### config.mk
export PLATFORM = sky130hd
export DESIGN_NAME = memory_request_buffer
export DESIGN_NICKNAME = d
export VERILOG_FILES = /design/src/rtl/memory_request_buffer.sv
export SDC_FILE = /design/constraint.sdc
export NUM_CORES = 1
export LEC_CHECK = 0
export ABC_AREA = 1
export CORE_MARGIN = 10
export CORE_UTILIZATION = 35
export DETAILED_ROUTE_END_ITERATION = 12
export PLACE_DENSITY_LB_ADDON = 0.1
export SLEW_MARGIN = 20
export SYNTH_ARGS = -nofsm -noshare
export SYNTH_HDL_FRONTEND = slang
export SYNTH_SLANG_ARGS = --single-unit
### constraint.sdc
create_clock -name iCLOCK -period 7 [get_ports iCLOCK]
set_clock_uncertainty 0.05 [all_clocks]
set_input_delay 2.1 -clock iCLOCK [delete_from_list [all_inputs] [get_ports iCLOCK]]
set_output_delay 2.1 -clock iCLOCK [all_outputs]
set_load 0.1 [all_outputs]
### src/rtl/memory_request_buffer.sv
// Decoupling buffer between the MMU memory port and the external memory bus:
// in-order request FIFO, credit-limited read issue and a read-return FIFO.
module memory_request_buffer #(
  parameter int P_REQ_DEPTH = 4,
  parameter int P_RD_DEPTH  = 4
) (
  input  logic        iCLOCK,
  input  logic        inRESET,
  input  logic        iREQ,
  output logic        oLOCK,
  input  logic [1:0]  iORDER,
  input  logic        iRW,
  input  logic [31:0] iADDR,
  input  logic [31:0] iDATA,
  output logic        oVALID,
  input  logic        iBUSY,
  output logic [63:0] oDATA,
  output logic        oSTORE_ACK,
  output logic        oMEMORY_REQ,
  input  logic        iMEMORY_LOCK,
  output logic [1:0]  oMEMORY_ORDER,
  output logic        oMEMORY_RW,
  output logic [31:0] oMEMORY_ADDR,
  output logic [31:0] oMEMORY_DATA,
  input  logic        iMEMORY_VALID,
  output logic        oMEMORY_BUSY,
  input  logic [63:0] iMEMORY_DATA,
  output logic        oERR
);

  localparam int RQ_AW = $clog2(P_REQ_DEPTH);
  localparam int RD_AW = $clog2(P_RD_DEPTH);
  localparam logic [RQ_AW:0]   LP_RQ_FULL = (RQ_AW+1)'(P_REQ_DEPTH);
  localparam logic [RD_AW:0]   LP_RD_FULL = (RD_AW+1)'(P_RD_DEPTH);
  localparam logic [RD_AW+1:0] LP_RD_CRED = (RD_AW+2)'(P_RD_DEPTH);

  typedef struct packed {
    logic [1:0]  order;
    logic        rw;
    logic [31:0] addr;
    logic [31:0] data;
  } req_t;

  req_t              r_req_mem [P_REQ_DEPTH];
  logic [RQ_AW-1:0]  r_req_wp, r_req_rp;
  logic [RQ_AW:0]    r_req_cnt;

  logic [63:0]       r_rd_mem [P_RD_DEPTH];
  logic [RD_AW-1:0]  r_rd_wp, r_rd_rp;
  logic [RD_AW:0]    r_rd_cnt;
  logic [RD_AW:0]    r_rd_out;

  logic              r_store_ack;
  logic              r_err;

  req_t              w_head;
  logic              w_req_ne, w_credit, w_push, w_pop;
  logic              w_rd_issue, w_wr_issue;
  logic              w_rd_ne, w_rd_full, w_ret_exp, w_ret_push, w_ret_err, w_rd_pop;
  logic [RD_AW+1:0]  w_cred_sum;

  assign w_head     = r_req_mem[r_req_rp];
  assign w_req_ne   = (r_req_cnt != '0);
  // Credit covers both reads in flight and data already parked in the return FIFO.
  assign w_cred_sum = {1'b0, r_rd_out} + {1'b0, r_rd_cnt};
  assign w_credit   = (w_cred_sum < LP_RD_CRED);

  assign oLOCK       = (r_req_cnt == LP_RQ_FULL);
  assign oMEMORY_REQ = w_req_ne && (w_head.rw || w_credit);

  assign w_push     = iREQ && !oLOCK;
  assign w_pop      = oMEMORY_REQ && !iMEMORY_LOCK;
  assign w_rd_issue = w_pop && !w_head.rw;
  assign w_wr_issue = w_pop && w_head.rw;

  // Head fields are masked while empty so the bus idles at zero.
  assign oMEMORY_ORDER = w_req_ne ? w_head.order : 2'b00;
  assign oMEMORY_RW    = w_req_ne ? w_head.rw    : 1'b0;
  assign oMEMORY_ADDR  = w_req_ne ? w_head.addr  : 32'h0;
  assign oMEMORY_DATA  = w_req_ne ? w_head.data  : 32'h0;

  assign w_rd_ne    = (r_rd_cnt != '0);
  assign w_rd_full  = (r_rd_cnt == LP_RD_FULL);
  assign w_ret_exp  = iMEMORY_VALID && (r_rd_out != '0);
  assign w_ret_push = w_ret_exp && !w_rd_full;
  assign w_ret_err  = iMEMORY_VALID && ((r_rd_out == '0) || w_rd_full);
  assign w_rd_pop   = w_rd_ne && !iBUSY;

  assign oVALID       = w_rd_ne;
  assign oDATA        = w_rd_ne ? r_rd_mem[r_rd_rp] : 64'h0;
  assign oMEMORY_BUSY = w_rd_full;
  assign oSTORE_ACK   = r_store_ack;
  assign oERR         = r_err;

  always_ff @(posedge iCLOCK) begin
    if (w_push) r_req_mem[r_req_wp] <= '{order: iORDER, rw: iRW, addr: iADDR, data: iDATA};
    if (w_ret_push) r_rd_mem[r_rd_wp] <= iMEMORY_DATA;
  end

  always_ff @(posedge iCLOCK or negedge inRESET) begin
    if (!inRESET) begin
      r_req_wp    <= '0;
      r_req_rp    <= '0;
      r_req_cnt   <= '0;
      r_rd_wp     <= '0;
      r_rd_rp     <= '0;
      r_rd_cnt    <= '0;
      r_rd_out    <= '0;
      r_store_ack <= 1'b0;
      r_err       <= 1'b0;
    end else begin
      if (w_push) r_req_wp <= r_req_wp + 1'b1;
      if (w_pop)  r_req_rp <= r_req_rp + 1'b1;
      r_req_cnt <= r_req_cnt + (RQ_AW+1)'(w_push) - (RQ_AW+1)'(w_pop);

      if (w_ret_push) r_rd_wp <= r_rd_wp + 1'b1;
      if (w_rd_pop)   r_rd_rp <= r_rd_rp + 1'b1;
      r_rd_cnt <= r_rd_cnt + (RD_AW+1)'(w_ret_push) - (RD_AW+1)'(w_rd_pop);
      r_rd_out <= r_rd_out + (RD_AW+1)'(w_rd_issue) - (RD_AW+1)'(w_ret_exp);

      r_store_ack <= w_wr_issue;
      if (w_ret_err) r_err <= 1'b1;
    end
  end

endmodule

Word level (Yosys, flattened, before mapping)
Memories as Yosys holds them, arrays and structs flattened.
Index checks and enable logic that the tools add are counted.
{ "op_classes": {"n_addsub": 11, "mul": 0, "div_mod_pow": 0, "n_lt_le_gt_ge": 1, "n_eq_ne": 2, "shifts": 0, "muxes": 9, "n_bitwise": 0, "reduce_logical": 20} }
{ "op_table": {"columns": ["op", "count"], "rows": [
  ["$mux 32", 2],
  ["$mux 64", 1],
  ["$add 3x1->3", 3],
  ["$logic_and 1x1->1", 9],
  ["$reduce_bool 3->1", 3],
  ["$sub 3x1->3", 3],
  ["$add 2x1->2 const B", 4],
  ["$eq 3x3->1 const B", 2],
  ["$logic_not 1->1", 5],
  ["$mux 1", 5],
  ["$add 3x3->4", 1],
  ["$lt 4x3->1 const B", 1],
  ["$logic_not 3->1", 1],
  ["$logic_or 1x1->1", 2],
  ["$mux 2", 1]
]} }
{ "totals": {"reg_bits": 19, "latch_bits": 0, "ram_bits": 524, "mem_bits_ro": 0, "input_bits": 137, "wordCells": 54, "memories": 2} }
{ "mem_list": {"columns": ["name", "words", "word_bits", "rd", "rd_ports_with_merged_regs", "write_ports", "line_no", "rtl"], "rows": [
  ["r_req_mem", 4, 67, 1, 0, 1, "44", "req_t r_req_mem [P_REQ_DEPTH];"],
  ["r_rd_mem", 4, 64, 1, 0, 1, "48", "logic [63:0] r_rd_mem [P_RD_DEPTH];"]
]} }

Logic depth before layout (Yosys ltp)
Gate-level depths: netlist (run 1).
{ "logic_depth": {"depth_word": 8, "ltp_mapped": 15, "depth_no_buf": 13} }

Worst setup path before layout (run 1)
No wires, ideal clock.
{ "synth_timing": {"path_kind": "input to register", "startpoint": "in iMEMORY_VALID", "endpoint": "mem r_rd_mem[0][0] (enable)", "arrival_time_ns": 5.216, "required_time_ns": 6.463, "path_slack_ns": 1.247, "path_stages": 4, "path_buffers": 0, "cell_sequence": "inv_1 > a31oi_1 > nand2_2 > nor2_1"} }
{ "synth_between": {"elab_chain_len": 4} }
{ "synth_rtl": {"columns": ["element", "line_no", "rtl"], "rows": [
  ["start, declared", "25", "input logic iMEMORY_VALID,"],
  ["$logic_and 1x1->1", "84", "assign w_ret_exp = iMEMORY_VALID && (r_rd_out != '0);"],
  ["$logic_and 1x1->1", "85", "assign w_ret_push = w_ret_exp && !w_rd_full;"],
  ["$mux 1", "97", "if (w_ret_push) r_rd_mem[r_rd_wp] <= iMEMORY_DATA;"],
  ["$mux 1 (implied by the code)", "97", null],
  ["end, declared", "48", null]
]} }
No other way between the ends.

Worst setup path in the final report (run 1)
{ "layout_timing": {"startpoint": "reg r_rd_rp[1]", "endpoint": "out oDATA[26]"} }
{ "layout_between": {"elab_chain_len": 2} }
{ "layout_rtl": {"columns": ["element", "line_no", "rtl"], "rows": [
  ["start, declared", "49", "logic [RD_AW-1:0] r_rd_wp, r_rd_rp;"],
  ["start signal, assigned", "117", "if (w_rd_pop) r_rd_rp <= r_rd_rp + 1'b1;"],
  ["$mem_v2 4x64", null, null],
  ["$mux 64", "90", "assign oDATA = w_rd_ne ? r_rd_mem[r_rd_rp] : 64'h0;"],
  ["end, declared", "17", "output logic [63:0] oDATA,"]
]} }
No other way between the ends.

==> flow_summary.json, run 1 <==
{
  "dr.first_iter.drc_count": 863,
  "synth.net_count": 1829,
  "nets": 2092,
  "place_congestion": 0.7077,
  "die_h_um": 267.3,
  "synth_compound_area_share_pct": 9.232,
  "area_delta_synth_final_pct": 24.61,
  "start_util_pct": 35.41,
  "worstPathBufferInverterCount": 3,
  "viasPerCell": 4.819,
  "overflow": 0,
  "clk_pin_slew_ps": 60,
  "routed_wl_mm": 55.77,
  "htreeDepth": 2,
  "start_kind": "register",
  "status": "complete, no violations",
  "ys_seq_area_share_pct": 75.70,
  "synth_fa_ha_area_share_pct": 1.215,
  "dpl.hpwl_mm": 32.60,
  "rsz0062_at_grt": "no",
  "fin_area_um2": 26680,
  "cts-root-buf": "clkbuf_16",
  "avgSynthCellArea_um2": 12.80,
  "grt_pass1_wl_mm": 84.26,
  "critPathMaxFanout": 53,
  "hold_path_class": "register to register",
  "path_delay_family": "buffers and inverters",
  "critPathRequiredTime_ps": 4850,
  "die_w_um": 267.3,
  "tns_ps": 0,
  "yosys.area_share.simple_pct": 10.25,
  "cts_tree": "done",
  "synth_cell_type_count": 30,
  "core-area_um2": 60470,
  "hold_viol": 0,
  "rows": 90,
  "grt_pass1_vias": 13500,
  "die_area_um2": 71470,
  "cp_slowest_cell": "clkdlybuf4s50_1",
  "vias": 13330,
  "holdBufCountCts": 0,
  "worst_pin_slew_ps": 1089,
  "yosysWarningCount": 0,
  "cap_viol_max_count": 0,
  "grt_max_degree": 131,
  "max_stage_delay_ps": 1240,
  "final_antenna_net_count": 0,
  "io_buffers": 273,
  "fin_crit_ps": 5898,
  "relSlewSlack_pct": 27.16,
  "ctsResizeCount": 0,
  "yosysTopAreaCell": "edfxtp_1",
  "crit_arrival_ps": 3750,
  "ys_ff_latch": 543,
  "crit_type": "register to output pin",
  "max-clock-path-buffers": 3,
  "worstPathCellList": "clkinv_2, buf_4, nor2_1, o21ai_0, a21oi_1, clkdlybuf4s50_1",
  "finalMaxSlewViolations": 0,
  "postCtsSetupRepairBufs": 0,
  "dpl_cell_area_um2": 24780,
  "wire_per_inst_um": 20.16,
  "end_kind": "output pin",
  "syn_area_um2": 21410,
  "setup_viol": 0,
  "drt-pass1-iter-count": 5,
  "grtUsageTotal_pct": 15.26,
  "muxShareOfSynthArea_pct": 0,
  "cts_sinks": 543,
  "nFillCells": 5513,
  "antenna_found_initial": 11,
  "drive_above_1_share_pct": 10.94,
  "finalCritPeriodShare_pct": 84.25,
  "synth_cells": 1673,
  "synth_top_cell_area_share_pct": 73.48,
  "drt_drc_violations_left": 0,
  "pin_count": 274,
  "synth_top_family_by_area": "simple AND/OR/NAND/NOR gates",
  "insertion_delay_ps": 600,
  "cts-buffers-inserted": 57,
  "ys_top_cells_by_area": "edfxtp_1 (73%), nor2_1 (9.4%), o21ai_0 (3.4%), a21oi_1 (3.1%), o21ai_1 (2.7%)",
  "max_freq_mhz": 169.6,
  "synth_xor_area_share_pct": 0.3681
}
[metal layers]
metal / GRT usage, % / part of all wire, % / vias to the layer above
met5: 0 / 0.21 / -
met1: 19.18 / 43 / 6509
met4: 3.992 / 1.9 / 20
met2: 25.67 / 48 / 286
li1: - / - / 6430
met3: 4.072 / 6.2 / 83
[sequential cells by signal, summed over array words and instances (netlist names)]
name	flops
r_rd_mem	256
r_rd_wp	2
r_rd_out	3
r_rd_cnt	3
r_req_rp	2
oERR	1
oSTORE_ACK	1
r_req_mem	268
r_req_wp	2
r_req_cnt	3
r_rd_rp	2
[final timing paths]
kind	from	to	slack, ps	cells past startpoint
setup / recovery	r_rd_rp[1]	oDATA[26]	1100	6
hold / removal	oERR	oERR	430	1
setup reg to reg	r_req_rp[0]	r_rd_out[2]	3370	14
hold reg to reg	oERR	oERR	430	1
max in group asynchronous	inRESET	r_rd_rp[0]	5100	1
min in group asynchronous	inRESET	oSTORE_ACK	1400	1
[through the flow]
stage	hold WS, ps	setup WS (ps)	cells	utilization [%]
finish	430.8	1102	2766	44.13
floorplan	442.3	1247	1673	-
global route	448.2	877.4	2765	44.12
CTS	436.8	1078	2763	44.05
detailed placement	424.5	1726	2657	40.97
global placement	405.8	1844	2657	40.97
[cell families after synthesis]
logic type               count (synthesis)
flip-flops                             543
XOR/XNOR                                 9
buffers and inverters                  139
adder cells (fa/ha/maj)                 19
AO/OA/AOI/OAI                          394
AND/OR/NAND/NOR                        569
[cell usage after synthesis]
| master | n |
|---|---|
| xor2_1 | 5 |
| o21ai_0 | 145 |
| clkbuf_2 | 15 |
| nand3b_1 | 1 |
| dfrtp_1 | 19 |
| nand2_4 | 1 |
| inv_1 | 34 |
| buf_4 | 16 |
| xnor2_1 | 4 |
| edfxtp_1 | 524 |
| nand3_1 | 6 |
| a21oi_1 | 132 |
| buf_6 | 6 |
| clkbuf_1 | 20 |
| ha_1 | 16 |
| o21ai_2 | 1 |
| nand2_1 | 16 |
| nand4_1 | 2 |
| inv_2 | 3 |
| nand3_2 | 3 |
| buf_2 | 35 |
| nand2_2 | 3 |
| fa_1 | 3 |
| o21ai_1 | 115 |
| nor2_1 | 535 |
| inv_4 | 1 |
| buf_1 | 9 |
| a31oi_1 | 1 |
| or2_2 | 1 |
| nor3_2 | 1 |
[cells in the final DEF (no fill, tap or decap), types with 18 or more instances in the layout]
master,count
clkdlybuf4s50_1,200
edfxtp_1,524
clkbuf_16,57
o21ai_1,115
o21ai_0,145
buf_4,96
inv_1,32
a21oi_1,132
clkbuf_1,18
nor2_1,527
[area by class of cell]
cell class	count	area (um2)	area share (%)
antenna	1	2.502	0.009378
clock buffer	84	1618	6.063
clock inverter	22	242.7	0.9097
inverter	38	148.9	0.5580
multi-input combinational	991	4577	17.15
sequential	543	16220	60.79
tap	782	978.4	3.667
timing repair buffer	305	2895	10.85
Power of run 1 is not shown: default switching activity piles up to over one toggle a cycle in this logic, so the estimate is an artifact.
==> run 2: changes to the inputs <==
clock period = 4.95 ns   (was 7 ns; I/O delays follow)
==> run 2 against run 1 <==
Compared with the run above:
- utilization is 1.0 points higher
- worst setup slack lost 540 ps
- non-clock buffer count down 7
- largest cell class unchanged
==> flow_summary.json, run 2 (synthesis results as in run 1) <==
{
  "worstPathCellList": "nor2_1, nand2_2, clkinv_2, buf_12, a21oi_1, buf_4",
  "post-route-util_pct": 45.14,
  "cts_tree": "done",
  "multi_input_area_um2": 4577,
  "ctsResizeCount": 0,
  "start_kind": "register",
  "final_cell_mix": "nor2_1 (527), edfxtp_1 (524), o21ai_0 (145), clkdlybuf4s50_1 (141), a21oi_1 (132)",
  "critPathMaxFanout": 37,
  "max_freq_mhz": 227.9,
  "crit_type": "register to output pin",
  "hold_path_class": "register to register",
  "regArea_um2": 16220,
  "die_w_um": 267.3,
  "drt_drc_violations_left": 0,
  "place_congestion": 0.7422,
  "nets": 2085,
  "nFillCells": 5447,
  "final_common_cell": "nor2_1",
  "grt_pass1_vias": 13600,
  "setup_ws_ps": 563.0,
  "insertion_delay_ps": 610,
  "core-area_um2": 60470,
  "max_stage_delay_ps": 510,
  "max-clock-path-buffers": 3,
  "reg.largest.list": "r_req_mem x268, r_rd_mem x256",
  "drive_above_1_share_pct": 13.18,
  "dr.first_iter.drc_count": 799,
  "cap_viol_max_count": 0,
  "start_util_pct": 35.41,
  "largest_reg_flops": 268,
  "drt-pass1-iter-count": 5,
  "setup_viol": 0,
  "finalMaxSlewViolations": 0,
  "end_kind": "output pin",
  "fin_crit_ps": 4387,
  "cts_sinks": 543,
  "area_delta_synth_final_pct": 27.46,
  "viasPerCell": 4.846,
  "die_h_um": 267.3,
  "antenna_found_initial": 7,
  "routed_wl_mm": 54.29,
  "clk_pin_slew_ps": 60,
  "relSlewSlack_pct": 31.39,
  "vias": 13360,
  "status": "complete, no violations",
  "cts-buffers-inserted": 57,
  "overflow": 0,
  "critPathRequiredTime_ps": 3410,
  "rsz0062_at_grt": "no",
  "grtUsageTotal_pct": 14.86,
  "grt_pass1_wl_mm": 82.14,
  "preCtsSetupSlack_ps": 1104,
  "reg2reg_depth": 9,
  "cts-root-buf": "clkbuf_16",
  "worst_pin_slew_ps": 1026,
  "cp_slowest_cell": "clkinv_2",
  "pin_count": 274,
  "hold_viol": 0,
  "die_area_um2": 71470,
  "largest-register": "r_req_mem",
  "stdcell_count": 2757,
  "postCtsSetupRepairBufs": 0,
  "htreeDepth": 2,
  "holdBufCountCts": 0,
  "r2r_slack_ps": 2040,
  "finalCritPeriodShare_pct": 88.63,
  "dpl.hpwl_mm": 31.18,
  "hold_depth": 1,
  "dp_cells": 2652,
  "wire_per_inst_um": 19.69,
  "rows": 90,
  "grt_max_degree": 136,
  "final_antenna_net_count": 0,
  "io_buffers": 273,
  "crit_arrival_ps": 2850
}
==> run 2: changes by cell type in the layout (fill, tap and decap cells not counted), moves of 2 or more <==
cell / before / now
clkinv_2: 12 / 7
bufinv_16: 5 / 3
clkdlybuf4s50_1: 200 / 141
inv_6: 2 / 0
buf_4: 96 / 79
clkbuf_8: 9 / 6
buf_12: 7 / 78
clkinv_1: 4 / 9
clkinvlp_4: 2 / 0
==> run 2: routing by layer <==
layer  wire length, um  GRT usage (%)
met4               946          3.946
met5                76              0
met2             26540          25.05
met1             23010          18.61
met3              3726          3.953
==> run 2: stage by stage <==
step	hold slack (ps)	TNS [ps]	cell area, um2
2_1_floorplan	442.3	-48100	21410
6_report	419.9	0	27290
3_5_place_dp	409.4	0	25490
3_3_place_gp	409.9	0	25490
5_1_grt	447.1	0	27290
4_1_cts	428.1	0	27290
==> run 2: worst max-delay path: cells and delay by family, from the launching register on <==
family / cells / cell delay, ps
buffers and inverters: 3 / 1270
DFF: 1 / 400
AOI/OAI and AO/OA: 1 / 330
and+or+nand+nor: 2 / 220
==> run 2: area by class of cell <==
type / instances / share of cell area [%]
flip-flops and latches: 543 / 59.43
multi-input cells: 991 / 16.77
repair buffers: 298 / 13.06
clock buffers: 83 / 5.882
well taps: 782 / 3.585
clock inverters: 20 / 0.7106
inverters: 38 / 0.5409
diodes: 2 / 0.01834
==> run 2: path summary, 6_finish.rpt <==
check | start | to
setup / recovery | r_req_cnt[0] | oMEMORY_DATA[13]
hold / removal | oERR | oERR
setup reg to reg | r_rd_cnt[2] | r_rd_cnt[1]
hold reg to reg | oERR | oERR
max in group asynchronous | inRESET | r_req_rp[0]
min in group asynchronous | inRESET | oSTORE_ACK
Power of run 2 is left out for the same reason.
==> run 3: changes to the inputs <==
HOLD_SLACK_MARGIN = 0.05   (was default)
==> results of run 3 <==
The final DEF is identical to that of run 2; final timing and power are the same.
Power of run 3 is left out for the same reason.
